--- config.mk ---
export PLATFORM = sky130hd
export DESIGN_NAME = scr1_dmem_tgt_bridge
export DESIGN_NICKNAME = d
export VERILOG_FILES = /design/src/rtl/scr1_dmem_tgt_bridge.sv
export SDC_FILE = /design/constraint.sdc
export NUM_CORES = 1
export LEC_CHECK = 0
export BUFFER_PORTS_ARGS = -buffer_cell sky130_fd_sc_hd__buf_2
export CAP_MARGIN = 20
export CORE_MARGIN = 1
export CORE_UTILIZATION = 54
export CTS_BUF_LIST = sky130_fd_sc_hd__clkbuf_2 sky130_fd_sc_hd__clkbuf_4 sky130_fd_sc_hd__clkbuf_8
export CTS_CLUSTER_DIAMETER = 60
export DETAILED_ROUTE_END_ITERATION = 7
export GPL_TIMING_DRIVEN = 0
export HOLD_SLACK_MARGIN = 0.06
export PLACE_DENSITY = 0.95
export SKIP_LAST_GASP = 1
export SLEW_MARGIN = 40
export SYNTH_ARGS = -nofsm -noshare
export SYNTH_HDL_FRONTEND = slang
export SYNTH_SLANG_ARGS = --single-unit
--- constraint.sdc ---
create_clock -name clk -period 2.6 [get_ports clk]
set_input_delay 0.26 -clock clk [delete_from_list [all_inputs] [get_ports clk]]
set_output_delay 0.26 -clock clk [all_outputs]
set_load 0.05 [all_outputs]
--- src/rtl/scr1_dmem_tgt_bridge.sv ---
// Dmem router port terminator: turns each SCR1 dmem transfer into a single
// outstanding req/ack access with byte enables toward a simple target.
// Illegal, misaligned and timed-out accesses are answered with RDY_ER.

`ifndef SCR1_DMEM_AWIDTH
`define SCR1_DMEM_AWIDTH 32
`endif
`ifndef SCR1_DMEM_DWIDTH
`define SCR1_DMEM_DWIDTH 32
`endif

package scr1_dmem_tgt_pkg;
  typedef enum logic [1:0] {
    SCR1_MEM_CMD_RD    = 2'b00,
    SCR1_MEM_CMD_WR    = 2'b01,
    SCR1_MEM_CMD_ERROR = 2'b11
  } type_scr1_mem_cmd_e;

  typedef enum logic [1:0] {
    SCR1_MEM_WIDTH_BYTE  = 2'b00,
    SCR1_MEM_WIDTH_HWORD = 2'b01,
    SCR1_MEM_WIDTH_WORD  = 2'b10,
    SCR1_MEM_WIDTH_ERROR = 2'b11
  } type_scr1_mem_width_e;

  typedef enum logic [1:0] {
    SCR1_MEM_RESP_NOTRDY = 2'b00,
    SCR1_MEM_RESP_RDY_OK = 2'b01,
    SCR1_MEM_RESP_RDY_ER = 2'b10
  } type_scr1_mem_resp_e;
endpackage

module scr1_dmem_tgt_bridge
  import scr1_dmem_tgt_pkg::*;
#(
  parameter int AWIDTH     = `SCR1_DMEM_AWIDTH,
  parameter int DWIDTH     = `SCR1_DMEM_DWIDTH,
  parameter int TIMEOUT    = 255,
  parameter int TIMEOUT_EN = 1
) (
  input  logic                 clk,
  input  logic                 rst,
  input  logic                 dmem_req,
  output logic                 dmem_req_ack,
  input  type_scr1_mem_cmd_e   dmem_cmd,
  input  type_scr1_mem_width_e dmem_width,
  input  logic [AWIDTH-1:0]    dmem_addr,
  input  logic [DWIDTH-1:0]    dmem_wdata,
  output logic [DWIDTH-1:0]    dmem_rdata,
  output type_scr1_mem_resp_e  dmem_resp,
  output logic                 tgt_req,
  output logic                 tgt_we,
  output logic [AWIDTH-1:0]    tgt_addr,
  output logic [3:0]           tgt_be,
  output logic [DWIDTH-1:0]    tgt_wdata,
  input  logic                 tgt_ack,
  input  logic [DWIDTH-1:0]    tgt_rdata,
  input  logic                 tgt_err
);

  typedef enum logic [1:0] {
    IDLE = 2'b00,
    BUSY = 2'b01,
    RESP = 2'b10
  } state_e;

  // Last counter value before the watchdog fires (counter starts at 0).
  localparam logic [15:0] CNT_LAST = 16'(TIMEOUT - 1);

  state_e      state_r;
  logic [15:0] cnt_r;
  logic        bad_s;
  logic [3:0]  be_s;
  logic        timeout_s;

  // Accept only when idle; the router holds dmem_req until this goes high.
  assign dmem_req_ack = (state_r == IDLE);

  // Legality check and byte-enable decode of the incoming transfer.
  always_comb begin
    bad_s = 1'b0;
    be_s  = 4'b0000;
    case (dmem_width)
      SCR1_MEM_WIDTH_BYTE: begin
        be_s = 4'b0001 << dmem_addr[1:0];
      end
      SCR1_MEM_WIDTH_HWORD: begin
        be_s  = dmem_addr[1] ? 4'b1100 : 4'b0011;
        bad_s = dmem_addr[0];
      end
      SCR1_MEM_WIDTH_WORD: begin
        be_s  = 4'b1111;
        bad_s = (dmem_addr[1:0] != 2'b00);
      end
      default: begin
        bad_s = 1'b1;
      end
    endcase
    if (dmem_cmd == SCR1_MEM_CMD_ERROR) begin
      bad_s = 1'b1;
    end else begin
      bad_s = bad_s;
    end
  end

  // Watchdog fires on the last allowed BUSY cycle; a same-cycle ack wins.
  assign timeout_s = (TIMEOUT_EN != 0) && (cnt_r == CNT_LAST);

  // Transfer FSM with all outputs registered.
  always_ff @(posedge clk) begin
    if (rst) begin
      state_r    <= IDLE;
      cnt_r      <= 16'd0;
      tgt_req    <= 1'b0;
      tgt_we     <= 1'b0;
      tgt_addr   <= '0;
      tgt_be     <= 4'b0000;
      tgt_wdata  <= '0;
      dmem_resp  <= SCR1_MEM_RESP_NOTRDY;
      dmem_rdata <= '0;
    end else begin
      case (state_r)
        IDLE: begin
          if (dmem_req) begin
            if (bad_s) begin
              // Error accesses never reach the target.
              dmem_resp  <= SCR1_MEM_RESP_RDY_ER;
              dmem_rdata <= '0;
              state_r    <= RESP;
            end else begin
              tgt_req   <= 1'b1;
              tgt_we    <= (dmem_cmd == SCR1_MEM_CMD_WR);
              tgt_addr  <= {dmem_addr[AWIDTH-1:2], 2'b00};
              tgt_be    <= be_s;
              tgt_wdata <= dmem_wdata;
              state_r   <= BUSY;
            end
          end
        end
        BUSY: begin
          if (tgt_ack) begin
            tgt_req    <= 1'b0;
            cnt_r      <= 16'd0;
            dmem_resp  <= tgt_err ? SCR1_MEM_RESP_RDY_ER : SCR1_MEM_RESP_RDY_OK;
            dmem_rdata <= tgt_we ? '0 : tgt_rdata;
            state_r    <= RESP;
          end else if (timeout_s) begin
            tgt_req    <= 1'b0;
            cnt_r      <= 16'd0;
            dmem_resp  <= SCR1_MEM_RESP_RDY_ER;
            dmem_rdata <= '0;
            state_r    <= RESP;
          end else begin
            cnt_r <= cnt_r + 16'd1;
          end
        end
        RESP: begin
          dmem_resp <= SCR1_MEM_RESP_NOTRDY;
          state_r   <= IDLE;
        end
        default: begin
          tgt_req   <= 1'b0;
          cnt_r     <= 16'd0;
          dmem_resp <= SCR1_MEM_RESP_NOTRDY;
          state_r   <= IDLE;
        end
      endcase
    end
  end

endmodule

==> results of run 1 <==
-- sequential cells by signal, summed over array words and instances (netlist names) --
signal      cells
tgt_addr       30
dmem_rdata     32
cnt_r          16
tgt_be          4
tgt_we          1
tgt_wdata      32
state_r         2
tgt_req         1
dmem_resp       2
-- repair_timing --
item                                   in CTS  in global routing
resized for setup                           0                  0
endpoints found under the hold margin       3                  0
hold buffers                                3                  0
-- per-stage QoR --
step | std cells | hold slack [ps] | power, uW | cell area (um2) | utilization (%)
6_report | 968 | 71.2 | 4490 | 6760 | 73.5
5_1_grt | 968 | 61.0 | 4650 | 6760 | 73.5
4_1_cts | 968 | 62.0 | 4490 | 6760 | 73.5
3_5_place_dp | 933 | 464 | 2700 | 6300 | 68.5
3_3_place_gp | 933 | 457 | 2690 | 6300 | 68.5
2_1_floorplan | 615 | 408 | 2460 | 5120 | -
-- metal layers --
| layer | wire length [um] | up-vias | share of wire [%] |
|---|---|---|---|
| met1 | 6180 | 2664 | 41 |
| met2 | 7480 | 297 | 49 |
| met3 | 1290 | 34 | 8.5 |
| met4 | 277 | 0 | 1.8 |
| li1 | - | 2739 | - |
| met5 | 0 | - | 0 |
-- cell usage after synthesis (5+ instances only) --
cell,n,area (um2)
inv_1,9,33.8
nand4_1,5,31.3
o21ai_0,71,355
nand2b_1,6,37.5
buf_2,22,110
clkbuf_1,34,128
a21oi_1,134,671
nand2_1,13,48.8
dfxtp_1,120,2400
a211oi_1,33,248
nor2_1,14,52.6
a31oi_1,18,113
nand3_1,74,370
-- power breakdown --
part	internal (uW)	switching, uW
combinational	214	538
clock	1010	803
sequential	1900	29.9
-- worst paths after layout --
check | startpoint | to | depth (start not counted) | slack, ps
setup / recovery | cnt_r[0]$_SDFFE_PP0N_ | dmem_rdata[11]$_SDFFE_PP0P_ | 7 | 650
hold / removal | dmem_addr[22] | tgt_addr[22]$_SDFFE_PP0P_ | 3 | 70
setup reg to reg | cnt_r[0]$_SDFFE_PP0N_ | dmem_rdata[11]$_SDFFE_PP0P_ | 7 | 650
hold reg to reg | tgt_addr[7]$_SDFFE_PP0P_ | tgt_addr[7]$_SDFFE_PP0P_ | 2 | 480
-- worst max-delay path, delay by kind of cell, from the launching register on --
family,cells,cell delay [ps]
fa+ha+maj,1,180
simple gates,2,520
flops,1,360
compound gates,2,440
buf+inv,2,310
-- cell families after synthesis --
group                    count (synthesis)
AND/OR/NAND/NOR                        142
buffers and inverters                   72
adder cells (fa/ha/maj)                  2
multiplexers                             1
other                                    1
flip-flops                             120
AO/OA/AOI/OAI                          275
XOR/XNOR                                 1
-- area by class of cell --
class	count	area, um2	area share, %
Multi-Input combinational cell	423	2390	35.4
Timing Repair Buffer	210	1070	15.8
Clock buffer	19	262	3.87
Sequential cell	120	2400	35.6
Clock inverter	13	168	2.48
Buffer	63	294	4.35
Inverter	9	33.8	0.500
Tap cell	111	139	2.06
==> impl_metrics.ini, run 1 <==
[logic_synthesis]
yosysUniqueCellTypes = 51
syn_area_um2 = 5120
ys_warn_count = 0
synthCells = 614
yosysSeqAreaShare_pct = 46.9
synth_edf_count = 0
synth_compound_gate_area_share_pct = 30.2
dominantRegCellSynth = dfxtp_1
synth_top_family_by_area = compound AO/OA/AOI/OAI gates
ys_ff_latch = 120
synth_xor_area_share_pct = 0.171
postSynthAreaPerCell_um2 = 8.33
synthSimpleGateAreaFrac_pct = 15.5
async_reset_ff_share_pct = 0
synth_fa_ha_area_share_pct = 0.489
synthMuxAreaShare_pct = 0.196

[global_route]
busiest_layer = met2
grt_antenna_before_repair = 0
grt_pass1_wl_mm = 24.0
met3_usage_pct = 7.94
grt_util_all_layers_pct = 30.0
grt_max_degree = 17
use_met1_pct = 36.3
grt_pass1_vias = 5120
met2_usage_pct = 51.5
grt-ovfl-total = 0

[cts]
cts-buffers-inserted = 17
clock-sinks = 120
root_buffer = clkbuf_8
h-tree-depth = 4
cts_setup_buffers = 0
clk_pin_slew_worst_paths_ps = 80
clock_path_buffers = 2
cts_tree = built
clk_latency_ps = 430

[critical_path]
cp_max_fo = 10
crit_type = reg2reg
cp.arrival_ps = 2230
cp_slowest_stage_delay_ps = 360
crit_chain = inv_1, ha_1, nor4b_2, nand4_4, a22oi_4, buf_6, a211oi_1
cpMaxStageDelayCell = dfxtp_1
end_kind = register
cp-start-kind = register
required_ps = 2890

[drt]
ant_nets = 0
wire_per_inst_um = 15.7
drt_wl_total_mm = 15.2
remaining_drc_errors = 0
drt_iter0_markers = 378
vias = 5734
viasPerCell = 5.92
drt_pass1_iterations = 5

[floorplan]
io_pins = 210
rows = 35
die_x_um = 99.4
die_h_um = 99.4
core_um2 = 9200
initial_utilization_pct = 55.6
fp.dieArea_um2 = 9870

[hold_path]
hold_path.class = in2reg

[final_layout]
nFillCells = 717
final_common_cell = buf_2
fin_nets = 951
layout-area-overhead-vs-synth_pct = 32.0
diodes = 0
layout-drive-gt1-share_pct = 32.3
layout.cells.most_common_list = buf_2, a21oi_1, dfxtp_1, nand3_1, o21ai_0

[sta]
rsz0062_at_grt = no
timing_hold_violations_final = 0
clock_skew_ps = 12.2
worstMarginPinSlew_ps = 578
setup_viol_count_final = 0
finalCritPeriodShare_pct = 74.9
period_needed_ps = 1950
timing.fmax_mhz = 513
maxSlewHeadroom_pct = 61.4
timing.final.ws_setup_ps = 653
fin_tns_setup_ps = 0
slew_viol_final = 0

[outcome]
status = finished clean

[pwr]
ir_worst_vdd_mv = 0.477
power.leakage_uw = 0.00280
p_per_area_nw_per_um2 = 665

[placement]
hpwl_mm = 10.7
dpl_worst_slack_ps = 611
gp_congestion = 0.827
portBuffers = 207

[flow_run]
drv_cap = 0
(Power assumes the default switching activity.)
==> run 2, diff against run 1 <==
Settings changed: CORE_UTILIZATION 54 to 50, PLACE_DENSITY 0.95 to 0.93.
Clock period 2.6 ns to 1.8 ns, I/O delays scaled along.
==> run 2 against run 1 <==
Register-to-register slack got worse by 650 ps. Setup slack got worse by 650 ps. Critical path depth fell by 1. Largest cell class is now multi-input gates.
==> impl_metrics.ini, run 2 (same netlist as run 1, synthesis figures left out) <==
[outcome]
status = finished clean

[critical_path]
crit_start = cnt_r[5]$_SDFFE_PP0N_
r2r_end = dmem_rdata[24]$_SDFFE_PP0P_
end_kind = register
rr_worst_depth = 6
cp-start-kind = register
endpoint = dmem_rdata[24]$_SDFFE_PP0P_
crit_type = reg2reg
cp_max_fo = 8
required_ps = 2090
r2r_slack_ps = 6
rr_startpoint = cnt_r[5]$_SDFFE_PP0N_
cp.arrival_ps = 2080

[sta]
clock_skew_ps = 15.1
hold_slack_ps = 78.0
worstMarginPinSlew_ps = 646
setup_viol_count_final = 0
rsz0062_at_grt = yes
finalCritPeriodShare_pct = 99.7
timing.fmax_mhz = 557
fin_tns_setup_ps = 0
period_needed_ps = 1790
timing_hold_violations_final = 0
slew_viol_final = 0
maxSlewHeadroom_pct = 56.9

[drt]
drt_wl_total_mm = 19.2
remaining_drc_errors = 0
drt_iter0_markers = 508
wire_per_inst_um = 18.0
viasPerCell = 5.98
ant_nets = 0
vias = 6401
drt_pass1_iterations = 7

[pwr]
clkPwrFrac_pct = 38.1
p_int_uw = 4490
p_sw_share_pct = 32.3
power.switching_uw = 2140
pwr-share-comb_pct = 19.8
pwr-share-seq_pct = 42.1
total_power_uw = 6630
p_per_area_nw_per_um2 = 870
ir_worst_vdd_mv = 0.688
power.leakage_uw = 0.00316

[cts]
cts-buffers-inserted = 17
root_buffer = clkbuf_8
h-tree-depth = 4
clock-sinks = 120
cts_tree = built
clock_path_buffers = 2
clk_pin_slew_worst_paths_ps = 80
clk_latency_ps = 430

[placement]
gp_congestion = 0.853
hpwl_mm = 11.0
placed_cell_area_um2 = 6330
portBuffers = 207

[flow_run]
drv_cap = 0

[global_route]
grt_antenna_before_repair = 1
grt_util_all_layers_pct = 34.1
grt_pass1_vias = 5870
grt_pass1_wl_mm = 27.9
grt-ovfl-total = 0
grt_max_degree = 17

[final_layout]
layout.cells.most_common_list = buf_2, a21oi_1, dfxtp_1, nand3_1, dlygate4sd3_1
reg.largest.list = dmem_rdata: 32 flops, tgt_wdata: 32 flops, tgt_addr: 30 flops
design_area_um2 = 7620
final_common_cell = buf_2
layout-drive-gt1-share_pct = 32.7
layout-area-overhead-vs-synth_pct = 48.9
fin_nets = 1030

[floorplan]
fp.dieArea_um2 = 10600
die_h_um = 103
rows = 36
initial_utilization_pct = 51.9
die_x_um = 103
core_um2 = 9860
io_pins = 210

[hold_path]
hold_path.class = in2reg
[run 2: changes by cell type in the layout (fill, tap and decap cells not counted), sizes merged]
cell and delta:
clkinvlp +1, inv +3, clkinv -2, bufinv -1
dlygate4sd3 +66, buf +9, diode +1, clkbuf +3
[run 2: power groups by stage]
stage,sequential (uW),combinational [uW],clock (uW)
finish,2790,1310,2530
global route,2790,1380,2650
CTS,2780,1200,2520
detailed placement,2840,1070,0
global placement,2840,1060,0
floorplan,3120,437,0
[run 2: per-stage QoR]
| stage | setup WS (ps) | cells | utilization [%] |
|---|---|---|---|
| after detailed placement | -112 | 955 | 64.1 |
| after CTS | -21.1 | 1060 | 75.7 |
| after floorplan | 33.4 | 615 | - |
| after global placement | -66.0 | 955 | 64.1 |
| final | 5.64 | 1070 | 77.2 |
| after global routing | -79.0 | 1070 | 77.2 |
[run 2: routing by layer]
layer	track usage, %	vias up	routed length [um]
met5	0	-	0
met1	37.0	2998	6980
met2	59.6	435	9740
li1	-	2902	-
met4	18.7	0	676
met3	10.1	66	1810
[run 2: critical path, stage by stage (launching register included)]
cell      delay (ps)
dfxtp_1          480
and4_2           370
nand4_4          190
a22oi_4          260
buf_12           150
buf_4            140
a211oi_1          70
[run 2: worst min path at each step]
stage | startpoint | endpoint | slack [ps] | cells past startpoint
after CTS | tgt_rdata[12] | dmem_rdata[12]$_SDFFE_PP0P_ | 60 | 3
after global placement | dmem_wdata[7] | tgt_wdata[7]$_SDFFE_PP0P_ | 430 | 3
after global routing | tgt_rdata[0] | dmem_rdata[0]$_SDFFE_PP0P_ | 70 | 3
after floorplan | dmem_addr[10] | tgt_addr[10]$_SDFFE_PP0P_ | 330 | 2
final | tgt_rdata[20] | dmem_rdata[20]$_SDFFE_PP0P_ | 80 | 3
after detailed placement | dmem_addr[30] | tgt_addr[30]$_SDFFE_PP0P_ | 440 | 3
[run 2: repair_timing]
item | CTS | global route
endpoints found under the setup margin | 49 | 93
hold buffers | 69 | 0
setup buffers | 4 | 6
pin swaps | 3 | 3
cloned | 0 | 3
gates resized for setup | 3 | 45
endpoints found under the hold margin | 69 | 0
[run 2: final cells by class]
| type | count | area, um2 |
|---|---|---|
| multi-input cells | 423 | 2440 |
| flip-flops and latches | 120 | 2400 |
| fillers | 639 | 2250 |
| repair buffers | 289 | 1840 |
| plain buffers | 63 | 320 |
| clock buffers | 18 | 248 |
| well taps | 133 | 166 |
| clock inverters | 14 | 160 |
| inverters | 9 | 33.8 |
| diodes | 1 | 2.50 |
